**src/rtl/ifid_pipe_buf.sv**
```systemverilog
// ifid_pipe_buf: small FIFO between instruction fetch and decode.
// Holds up to DEPTH fetched instructions with their PCs. It presents the
// oldest one to decode and drops everything on a branch/redirect flush,
// counting how many valid entries were thrown away.
//
// Handshake: a word moves on a rising edge only when its valid and ready
// are both high in that cycle. in_ready depends on registered occupancy
// only, never on out_ready. out_valid depends on registered occupancy only.
// The source must hold in_valid/in_instr/in_pc until it sees in_ready.
// flush wins over both transfers in the cycle where it is asserted.
module ifid_pipe_buf #(
    parameter int                   INSTR_W  = 25,
    parameter int                   PC_W     = 8,
    parameter int                   DEPTH    = 2,
    parameter logic [INSTR_W-1:0]   NOP_WORD = '0
) (
    input  logic                       clk,
    input  logic                       rst_n,
    input  logic                       in_valid,
    input  logic [INSTR_W-1:0]         in_instr,
    input  logic [PC_W-1:0]            in_pc,
    output logic                       in_ready,
    input  logic                       flush,
    output logic                       out_valid,
    output logic [INSTR_W-1:0]         out_opcode,
    output logic [PC_W-1:0]            out_pc,
    input  logic                       out_ready,
    output logic [$clog2(DEPTH):0]     occupancy,
    output logic [7:0]                 drop_cnt
);

    localparam int PTR_W = $clog2(DEPTH);
    localparam int CNT_W = PTR_W + 1;
    localparam logic [CNT_W-1:0] FULL_CNT = CNT_W'(DEPTH);

    // Storage is left uninitialised; the output mux hides it while empty.
    logic [INSTR_W-1:0] instr_mem_q [DEPTH];
    logic [INSTR_W-1:0] instr_mem_d [DEPTH];
    logic [PC_W-1:0]    pc_mem_q    [DEPTH];
    logic [PC_W-1:0]    pc_mem_d    [DEPTH];

    logic [PTR_W-1:0]   wr_ptr_q, wr_ptr_d;
    logic [PTR_W-1:0]   rd_ptr_q, rd_ptr_d;
    logic [CNT_W-1:0]   count_q,  count_d;
    logic [7:0]         drop_q,   drop_d;

    logic               push;
    logic               pop;
    logic [8:0]         drop_sum;

    // Handshake qualifiers and registered-state outputs.
    always_comb begin
        in_ready   = (count_q < FULL_CNT);
        out_valid  = (count_q != '0);
        push       = in_valid && in_ready && !flush;
        pop        = out_valid && out_ready && !flush;
        out_opcode = out_valid ? instr_mem_q[rd_ptr_q] : NOP_WORD;
        out_pc     = out_valid ? pc_mem_q[rd_ptr_q] : '0;
        occupancy  = count_q;
        drop_cnt   = drop_q;
    end

    // Next-state for pointers, occupancy and the saturating drop counter.
    always_comb begin
        wr_ptr_d = wr_ptr_q;
        rd_ptr_d = rd_ptr_q;
        count_d  = count_q;
        drop_d   = drop_q;
        drop_sum = {1'b0, drop_q} + 9'(count_q);
        if (flush) begin
            // Empty flush adds zero, so drop_cnt is naturally unchanged.
            wr_ptr_d = '0;
            rd_ptr_d = '0;
            count_d  = '0;
            drop_d   = drop_sum[8] ? 8'hFF : drop_sum[7:0];
        end else begin
            // Power-of-two DEPTH lets the pointers wrap by overflow.
            if (push) wr_ptr_d = wr_ptr_q + 1'b1;
            if (pop)  rd_ptr_d = rd_ptr_q + 1'b1;
            if (push && !pop)      count_d = count_q + 1'b1;
            else if (pop && !push) count_d = count_q - 1'b1;
        end
    end

    // Next-state for storage: write the pushed word at the tail slot.
    always_comb begin
        instr_mem_d = instr_mem_q;
        pc_mem_d    = pc_mem_q;
        if (push) begin
            instr_mem_d[wr_ptr_q] = in_instr;
            pc_mem_d[wr_ptr_q]    = in_pc;
        end
    end

    // Control registers with synchronous active-low reset (overrides flush).
    always_ff @(posedge clk) begin
        if (!rst_n) begin
            wr_ptr_q <= '0;
            rd_ptr_q <= '0;
            count_q  <= '0;
            drop_q   <= '0;
        end else begin
            wr_ptr_q <= wr_ptr_d;
            rd_ptr_q <= rd_ptr_d;
            count_q  <= count_d;
            drop_q   <= drop_d;
        end
    end

    // Storage registers, not reset.
    always_ff @(posedge clk) begin
        instr_mem_q <= instr_mem_d;
        pc_mem_q    <= pc_mem_d;
    end

endmodule

```
**config.mk**
```make
export PLATFORM = sky130hd
export DESIGN_NAME = ifid_pipe_buf
export DESIGN_NICKNAME = d
export VERILOG_FILES = /design/src/rtl/ifid_pipe_buf.sv
export SDC_FILE = /design/constraint.sdc
export NUM_CORES = 1
export LEC_CHECK = 0
export CORE_MARGIN = 5
export CORE_UTILIZATION = 30
export DETAILED_ROUTE_END_ITERATION = 10
export PLACE_DENSITY_LB_ADDON = 0.1
export SYNTH_ARGS = -nofsm -noshare
export SYNTH_HDL_FRONTEND = slang
export SYNTH_SLANG_ARGS = --single-unit
```
**constraint.sdc**
```tcl
create_clock -name clk -period 4.05 [get_ports clk]
set_input_delay 0.81 -clock clk [delete_from_list [all_inputs] [get_ports clk]]
set_output_delay 0.81 -clock clk [all_outputs]
set_load 0.005 [all_outputs]
```
## Yosys cells after proc, flatten, opt, wreduce, memory -nomap -nowiden

Cells that the tools add are included.

- Output and inout bits: 45
- Logic and storage cells: 50
- RAM bits: 0
- Bits of input ports: 38
- Latch bits: 0
- Bits in read-only memories: 0
- Bits in registers: 78
- Memories: 0

- Bitwise logic cells: 3
- Shift-type cells: 0
- $lt $le $gt $ge: 4
- $add $sub $neg: 5
- Multiply operators: 0
- Reduce and logical (&&, ||, !) cells: 13
- Eq/ne operators: 0
- Div/mod/pow operators: 0
- Muxes and demuxes: 17

Operators by type and width:

| cell | number |
|---|---|
| $mux 25 | 5 |
| $bwmux 50 | 1 |
| $mux 8 | 6 |
| $demux 25 s1 | 1 |
| $bwmux 16 | 1 |
| $add 8x2->9 | 1 |
| $demux 8 s1 | 1 |
| $logic_and 1x1->1 | 7 |
| $ge 2x2->1 const B | 2 |
| $mux 2 | 2 |
| $not 1->2 | 2 |
| $reduce_bool 2->1 | 2 |
| $logic_not 1->1 | 3 |
| $add 1x1->1 const B | 2 |
| $add 2x1->2 const B | 1 |
| $lt 2x1->1 const B | 1 |
| $lt 2x2->1 const B | 1 |
| $reduce_or 2->1 | 1 |
| $sub 2x1->2 const B | 1 |
| $not 1->1 | 1 |

## Longest topological paths before layout

Gate-level depths: netlist of run 1.

- Word-level depth: 7
- Mapped depth: 6
- Gate-level depth less buffers: 6

## Worst setup path before layout of run 1

OpenSTA, ideal clock, no wires.

- Kind: input port to flip-flop
- Start: input port in_valid
- End: register instr_mem_q[25] in the netlist's numbering, enable pin
- Stages on the path: 3
- Required time: 3.623 ns
- Setup slack: 0.929 ns
- Arrival: 2.694 ns
- Library setup time: 0.427 ns
- Path buffers: 0
- Cell sequence: nor2b_1 -> nor2b_1 -> nor2b_1

- Cells in the longest elaborated chain, start to end: 2

Ends and longest elaborated chain:

| element | RTL line | RTL |
|---|---|---|
| start, declared | 19 | `input logic in_valid,` |
| $logic_and 1x1->1 (2 in series) | 55 | `push = in_valid && in_ready && !flush;` |
| via push | 47 | `logic push;` |
| end signal, assigned | 112 | `instr_mem_q <= instr_mem_d;` |
| end, declared | 37 | `logic [INSTR_W-1:0] instr_mem_q [DEPTH];` |

The timed path passes the listed nets, and every way through them passes these cells.
A chain may end at the register's enable or synchronous reset.

## Worst setup path in the final report of run 1

- Start: register rd_ptr_q
- End: output port out_opcode[4]

- Cells in the longest elaborated chain, start to end: 5

Ends and longest elaborated chain:

| element | RTL line | RTL |
|---|---|---|
| start, declared | 43 | `logic [PTR_W-1:0] rd_ptr_q, rd_ptr_d;` |
| start signal, assigned | 104 | `rd_ptr_q <= rd_ptr_d;` |
| $not 1->2 (not written as such) | 57 | `out_opcode = out_valid ? instr_mem_q[rd_ptr_q] : NOP_WORD;` |
| $mux 25 (not written as such) (3 in series) | 57 |  |
| $mux 25 | 57 |  |
| end, declared | 25 | `output logic [INSTR_W-1:0] out_opcode,` |

No other way between the ends. The select of a mux whose other input is x is not followed.

==> results of run 1 <==
[synth_stat cells (2+ instances only)]
library cell   n
edfxtp_1      66
nor2_1        37
mux2i_1       33
dfxtp_1       12
o21ai_0        7
inv_1          6
a31oi_1        5
nor2b_1        5
a21oi_1        4
buf_2          4
buf_4          3
ha_1           3
nand4_1        3
xor2_1         3
clkbuf_2       2
nand2_1        2
or2_2          2
[sequential cells by signal (all words and copies together), names as in the netlist]
signal,count
occupancy,2
pc_mem_q,16
rd_ptr_q,1
drop_cnt,8
instr_mem_q,50
wr_ptr_q,1
[metal layers]
layer / global-route usage / routed length (µm)
met1: 0.1208 / 2788
met2: 0.1756 / 3255
met3: 0.04259 / 423
met4: 0.04327 / 77
met5: 0 / 0
[final cells by class]
type | instances | area, µm² | share of cell area
Sequential cell | 78 | 2223 | 0.5120
Inverter | 6 | 22.52 | 0.005186
Clock buffer | 9 | 123.9 | 0.02852
Clock inverter | 7 | 112.6 | 0.02593
Timing Repair Buffer | 85 | 843.3 | 0.1942
Tap cell | 136 | 170.2 | 0.03918
Multi-Input combinational cell | 120 | 847.1 | 0.1950
[critical path, delay by kind of cell, from the launching register on]
| kind | cells | cell delay (ns) |
|---|---|---|
| mux | 1 | 0.23 |
| buf+inv | 2 | 0.85 |
| flops | 1 | 0.83 |
| simple gates | 1 | 0.07 |
[power breakdown]
part / switching [mW] / leakage (nW) / internal (mW) / total, mW
Sequential: 0.0111 / 0.703 / 0.897 / 0.908
Clock: 0.265 / 0.119 / 0.406 / 0.671
Combinational: 0.0618 / 0.580 / 0.0861 / 0.148
Total: 0.338 / 1.40 / 1.39 / 1.73
[worst max path at each step]
stage / endpoint / start / cells after the start / slack (ns)
finish: out_opcode[4] / rd_ptr_q / 4 / 0.90
global route: out_opcode[7] / rd_ptr_q / 4 / 0.76
CTS: out_opcode[7] / rd_ptr_q / 4 / 0.84
detailed placement: pc_mem_q[13] / in_valid / 5 / 1.20
global placement: pc_mem_q[6] / in_valid / 4 / 1.22
floorplan: instr_mem_q[25] / in_valid / 3 / 0.93
[stage by stage]
step	instances	setup slack, ns
2_1_floorplan	213	0.9286
3_3_place_gp	425	1.218
3_5_place_dp	425	1.199
4_1_cts	441	0.8442
5_1_grt	441	0.7609
6_report	441	0.9026
[cell families after synthesis]
logic type / count (synthesis) / synth area share
adders and majority gates: 4 / 0.01840
and+or+nand+nor: 61 / 0.09680
muxes: 33 / 0.1056
xor gates and xnor gates: 4 / 0.01120
AOI/OAI and AO/OA: 18 / 0.03360
DFF: 78 / 0.7104
buffers and inverters: 15 / 0.02400
==> flow_summary.json, run 1 <==
{
  "grt_pass1_vias": 1995,
  "cts_hold_buf": 0,
  "final_common_cell": "clkdlybuf4s50_1",
  "seq_area_frac_synth": 0.7104,
  "die_w_um": 112.1,
  "slowest_delay_ns": 0.83,
  "critPathLaunchType": "flip-flop",
  "synth-seq-cells": 78,
  "drt-initial-drc-count": 64,
  "hold_path_depth": 1,
  "period_minus_slack_ns": 3.147,
  "hold_path.class": "reg -> reg",
  "yosys_warnings": 0,
  "synth_top_cell_area_share": 0.6336,
  "clkLatencyLatePin_ns": 0.33,
  "slew_viol_final": 0,
  "finalPower_mw": 1.727,
  "antenna_found_initial": 0,
  "clk_pin_slew_worst_paths_ns": 0.08,
  "vias": 1919,
  "yosys-top-cells-area": "edfxtp_1 (63%), mux2i_1 (11%), dfxtp_1 (7.7%)",
  "worstMarginPinSlew_ns": 0.8380,
  "hold_viol": 0,
  "wire_per_inst_um": 14.84,
  "status": "complete, no violations",
  "cts_made_buffers": 9,
  "cts_root_buf": "clkbuf_8",
  "path_cells": "buf_4 -> mux2i_1 -> nor2_1 -> clkdlybuf4s50_1",
  "die_h_um": 112.1,
  "hpwlAfterDp_um": 4415,
  "holdPathEnd": "drop_cnt[4]",
  "hold_ws_ns": 0.5127,
  "worstPathMaxFanout": 23,
  "ir_worst_vdd_uv": 163.0,
  "postRouteWirelength_um": 6545,
  "grt_pass1_wl_um": 10230,
  "fin_util": 0.4245,
  "cts_resized": 0,
  "synth.avg_cell_area_um2": 14.69,
  "cp-end-kind": "output pin",
  "grt_overflow": 0,
  "p_per_area_mw_per_mm2": 397.6,
  "crit_slowest_cell": "dfxtp_2",
  "ys_async_sr_fraction": 0,
  "area_delta_synth_final_pct": 38.84,
  "coreArea_mm2": 0.01023,
  "synth_edf_count": 66,
  "placed_cell_area_mm2": 0.004106,
  "clock-skew-final_ns": 0.007719,
  "drv_cap": 0,
  "crit_arrival_ns": 2.34,
  "final_cell_mix": "clkdlybuf4s50_1 (82), edfxtp_1 (66), nor2_1 (36), mux2i_1 (33), dfxtp_1 (11)",
  "routabilityCongestion": 0.7375,
  "r2r_cells": 4,
  "grt_use_total": 0.1055,
  "clockBufferDepth": 2,
  "syn_inst": 213,
  "stdcell_area_mm2": 0.004343,
  "power.leakage_nw": 1.402,
  "ios": 83,
  "r2r_slack_ns": 2.09,
  "fin_crit_sh": 0.7771,
  "avgViaCountPerCell": 4.351,
  "grt_max_degree": 35,
  "post_synth_num_cell_types": 33,
  "drive_above_1_share": 0.09508,
  "rr_endpoint": "instr_mem_q[45]",
  "diodes": 0,
  "final_antenna_net_count": 0,
  "start_util": 0.3057,
  "port_buffers": 82,
  "yosys_most_used_dff": "edfxtp_1",
  "drc": 0,
  "nFillCells": 940,
  "max_freq_mhz": 317.7,
  "hold_path_startpoint": "drop_cnt[4]",
  "final_nets": 342,
  "post-cts-setup-buffers": 0,
  "syn-num-nets": 255,
  "rsz0062_at_grt": "no",
  "cts_max_level": 3,
  "slew-limit-headroom": 0.4400,
  "crit_type": "reg -> out",
  "drt_pass1_iterations": 4,
  "synth_largest_area_cell": "edfxtp_1",
  "cts_tree": "done",
  "r2r_start": "occupancy[1]",
  "rows": 37,
  "dieArea_mm2": 0.01257,
  "syn_area_mm2": 0.003128,
  "finalSetupTns_ns": 0,
  "cts_sinks": 78,
  "cp.required_ns": 3.24,
  "setup_viol": 0
}
Power figures use the tool's default switching activity.
==> run 2, diff against run 1 <==
clock period = 3 ns   (was 4.05 ns; I/O delays follow)
==> flow_summary.json, run 2 (synthesis results as in run 1) <==
{
  "max_freq_mhz": 392.0,
  "drt-initial-drc-count": 48,
  "antenna_found_initial": 0,
  "slew-limit-headroom": 0.6694,
  "wl_met3_um": 424,
  "drt_pass1_iterations": 4,
  "cts_root_buf": "clkbuf_8",
  "hold_viol": 0,
  "post-place-cells": 427,
  "rows": 37,
  "grt_pass1_wl_um": 10250,
  "diodes": 0,
  "crit_type": "reg -> out",
  "rr_endpoint": "drop_cnt[5]",
  "wl_met1_um": 2720,
  "final_cell_mix": "clkdlybuf4s50_1 (82), edfxtp_1 (66), nor2_1 (36), mux2i_1 (33), dfxtp_1 (11)",
  "post-cts-setup-buffers": 0,
  "die_w_um": 112.1,
  "final_nets": 344,
  "grt_use_total": 0.1055,
  "avgViaCountPerCell": 4.368,
  "cts_hold_buf": 0,
  "cts_sinks": 78,
  "startpoint": "occupancy[1]",
  "clk_pin_slew_worst_paths_ns": 0.08,
  "cp.required_ns": 2.40,
  "wire_per_inst_um": 14.54,
  "rsz0062_at_grt": "no",
  "start_util": 0.3057,
  "area_delta_synth_final_pct": 39.80,
  "largest_register_ffs": 50,
  "worstMarginPinSlew_ns": 0.4947,
  "routabilityCongestion": 0.7790,
  "top_layer_used": "met4",
  "coreArea_mm2": 0.01023,
  "final_common_cell": "clkdlybuf4s50_1",
  "r2r_slack_ns": 1.10,
  "crit_arrival_ns": 1.95,
  "grt_pass1_vias": 2052,
  "clockBufferDepth": 2,
  "r2r_cells": 6,
  "wl_met2_um": 3161,
  "grt_overflow": 0,
  "r2r_start": "occupancy[0]",
  "die_h_um": 112.1,
  "fin_util": 0.4274,
  "drc": 0,
  "instances_no_fill": 443,
  "ios": 83,
  "fin_crit_sh": 0.8504,
  "crit_end": "out_opcode[7]",
  "slew_viol_final": 0,
  "grt_max_degree": 34,
  "clock-skew-final_ns": 0.01173,
  "cts_tree": "done",
  "setup_viol": 0,
  "cts_max_level": 3,
  "port_buffers": 82,
  "p_per_area_mw_per_mm2": 518.9,
  "hold_path.class": "reg -> reg",
  "clkLatencyLatePin_ns": 0.34,
  "cts_resized": 0,
  "cts_made_buffers": 9,
  "postRouteWirelength_um": 6442,
  "cp-end-kind": "output pin",
  "drv_cap": 0,
  "power.leakage_nw": 1.407,
  "ir_worst_vdd_uv": 217.6,
  "dieArea_mm2": 0.01257,
  "period_minus_slack_ns": 2.551,
  "vias": 1935,
  "hold_ws_ns": 0.5061,
  "largest_register": "instr_mem_q",
  "drive_above_1_share": 0.09772,
  "finalSetupTns_ns": 0,
  "hold_path_startpoint": "drop_cnt[4]",
  "worstPathMaxFanout": 18,
  "status": "complete, no violations",
  "critPathLaunchType": "flip-flop",
  "finalPower_mw": 2.269,
  "hpwlAfterDp_um": 4270,
  "final_antenna_net_count": 0
}
## run 2: cell types whose count changed in the layout (fill, tap and decap cells not counted), sizes merged
cell / before / now
clkbuf: 9 / 10
buf: 3 / 5
bufinv: 3 / 2
## run 2: area by class of cell
class                           count  area, µm²
Inverter                            6      22.52
Fill cell                         966       5858
Multi-Input combinational cell    120      847.1
Sequential cell                    78       2223
Timing Repair Buffer               87      895.9
Clock buffer                       10      127.6
Tap cell                          136      170.2
Clock inverter                      6      86.33
## run 2: where the power goes
group | switching [mW] | internal [mW] | total [mW]
sequential | 0.0118 | 1.21 | 1.22
combinational | 0.0856 | 0.122 | 0.207
clock | 0.373 | 0.467 | 0.840
total | 0.470 | 1.80 | 2.27
## run 2: critical path: stages (launching register included)
cell	delay, ns
dfxtp_1	0.40
nor2_4	0.45
buf_4	0.25
nor2_1	0.07
clkdlybuf4s50_1	0.44
## run 2: how the worst min path moves through the flow
stage	endpoint	slack, ns	cells past startpoint
2_1_floorplan	drop_cnt[4]	0.47	1
3_3_place_gp	drop_cnt[4]	0.50	1
3_5_place_dp	drop_cnt[4]	0.49	1
4_1_cts	drop_cnt[4]	0.51	1
5_1_grt	drop_cnt[4]	0.55	1
6_report	drop_cnt[4]	0.51	1
## run 2: per-stage QoR
step           area, µm²  setup WS (ns)
2_1_floorplan       3128        0.08858
3_3_place_gp        4159         0.6110
3_5_place_dp        4159         0.5985
4_1_cts             4373         0.3526
5_1_grt             4373         0.2535
6_report            4373         0.4489
## run 2: metal layers
layer | vias up | GRT usage
li1 | 957 | -
met5 | - | 0
met4 | 0 | 0.05369
met3 | 14 | 0.03720
met1 | 913 | 0.1195
met2 | 51 | 0.1760
==> run 3, diff against run 2 <==
CORE_ASPECT_RATIO = 0.9   (was default)
GPL_ROUTABILITY_DRIVEN = 0   (was default)
TNS_END_PERCENT = 20   (was default)
==> flow_summary.json, run 3 (synthesis results as in run 1) <==
{
  "status": "complete, no violations",
  "cp_top_family": "simple AND/OR/NAND/NOR gates",
  "grt_pass1_wl_um": 10430,
  "rows": 35,
  "crit_arrival_ns": 2.00,
  "port_buffers": 82,
  "cp-end-kind": "output pin",
  "p_sw_uw": 503.4,
  "drv_cap": 0,
  "avgViaCountPerCell": 4.501,
  "max_freq_mhz": 384.8,
  "cp.required_ns": 2.40,
  "start_util": 0.3066,
  "worstMarginPinSlew_ns": 0.7739,
  "grt_max_degree": 35,
  "grt_use_total": 0.1058,
  "cts_root_buf": "clkbuf_16",
  "drc": 0,
  "period_minus_slack_ns": 2.599,
  "final_cell_mix": "clkdlybuf4s50_1 (82), edfxtp_1 (66), nor2_1 (36), mux2i_1 (33), dfxtp_1 (11)",
  "path_cells": "nor2_4 -> nor2_1 -> clkdlybuf4s50_1",
  "dieArea_mm2": 0.01257,
  "hold_viol": 0,
  "grt_overflow": 0,
  "largest_register": "instr_mem_q",
  "finalSetupTns_ns": 0,
  "cts_sinks": 78,
  "hold_ws_ns": 0.5172,
  "sw_frac_of_total": 0.1965,
  "finalPower_mw": 2.561,
  "hpwlAfterDp_um": 4434,
  "antenna_found_initial": 0,
  "cts_hold_buf": 0,
  "crit_cells": 3,
  "vias": 1958,
  "post-cts-setup-buffers": 0,
  "slew_viol_final": 0,
  "critPathLaunchType": "flip-flop",
  "placed_cell_area_mm2": 0.004143,
  "path_buf_inv": 1,
  "clk_pin_slew_worst_paths_ns": 0.06,
  "wire_per_inst_um": 14.83,
  "clock-skew-final_ns": 0.005276,
  "postRouteWirelength_um": 6451,
  "power.leakage_nw": 1.448,
  "p_int_mw": 2.058,
  "largest_register_ffs": 50,
  "ir_worst_vdd_uv": 324.8,
  "worstPathMaxFanout": 34,
  "hold_path.class": "reg -> reg",
  "drive_above_1_share": 0.09150,
  "die_h_um": 106.9,
  "r2r_cells": 6,
  "crit_slowest_cell": "nor2_4",
  "clockBufferDepth": 2,
  "slowest_delay_ns": 0.65,
  "hold_path_depth": 1,
  "crit_type": "reg -> out",
  "ios": 83,
  "p_per_area_mw_per_mm2": 574.7,
  "final_antenna_net_count": 0,
  "coreArea_mm2": 0.01020,
  "rsz0062_at_grt": "no",
  "drt-initial-drc-count": 46,
  "final_nets": 343,
  "cts_max_level": 3,
  "stdcell_area_mm2": 0.004457,
  "area_delta_synth_final_pct": 42.48,
  "cts_tree": "done",
  "setup_viol": 0,
  "drt_pass1_iterations": 4,
  "diodes": 0,
  "cts_made_buffers": 9,
  "power_frac_seq": 0.478,
  "combPwrFrac": 0.080,
  "pwr-share-clk": 0.442,
  "final_common_cell": "clkdlybuf4s50_1",
  "clkLatencyLatePin_ns": 0.32,
  "slew-limit-headroom": 0.4829,
  "die_w_um": 117.6,
  "cts_resized": 0,
  "grt_pass1_vias": 2063,
  "fin_crit_sh": 0.8663
}
==> run 3: cell types whose count changed in the layout (fill, tap and decap cells not counted) <==
cell,change
clkinv_1,+1
clkinv_2,-1
clkinv_4,-1
buf_4,-1
clkbuf_16,+9
clkbuf_8,-9
inv_6,+1
==> run 3: worst paths after layout <==
check	from	endpoint	slack [ns]
min	drop_cnt[4]	drop_cnt[4]	0.52
min reg2reg	drop_cnt[4]	drop_cnt[4]	0.52
max	occupancy[1]	out_pc[0]	0.40
max reg2reg	occupancy[0]	drop_cnt[3]	1.06
==> run 3: routing by layer <==
metal / vias up / GRT usage / part of all wire / routed length [µm]
met5: - / 0 / 0 / 0
met3: 7 / 0.04536 / 0.063 / 407
li1: 965 / - / - / -
met1: 931 / 0.1309 / 0.45 / 2935
met4: 0 / 0.04259 / 0.013 / 82
met2: 55 / 0.1636 / 0.47 / 3025
==> run 3: stage by stage <==
step | utilization | setup WS (ns) | cells
after global placement | 0.4060 | 0.5927 | 419
after global routing | 0.4368 | 0.2014 | 435
final | 0.4368 | 0.4011 | 435
after floorplan | - | 0.08858 | 213
after CTS | 0.4368 | 0.2959 | 435
after detailed placement | 0.4060 | 0.5840 | 419
==> run 3: layout make-up <==
type / count / area, µm²
Fill cell: 972 / 5747
Sequential cell: 78 / 2223
Clock inverter: 6 / 85.08
Tap cell: 129 / 161.4
Timing Repair Buffer: 86 / 888.4
Inverter: 6 / 22.52
Clock buffer: 10 / 229.0
Multi-Input combinational cell: 120 / 847.1
==> run 3: power groups by stage <==
stage                     registers (mW)  clock network, mW  logic [mW]
after global routing                1.23               1.22       0.226
after CTS                           1.22               1.17       0.211
after detailed placement            1.25                  0       0.209
final                               1.22               1.13       0.204
after global placement              1.25                  0       0.210
after floorplan                     1.25                  0      0.0751
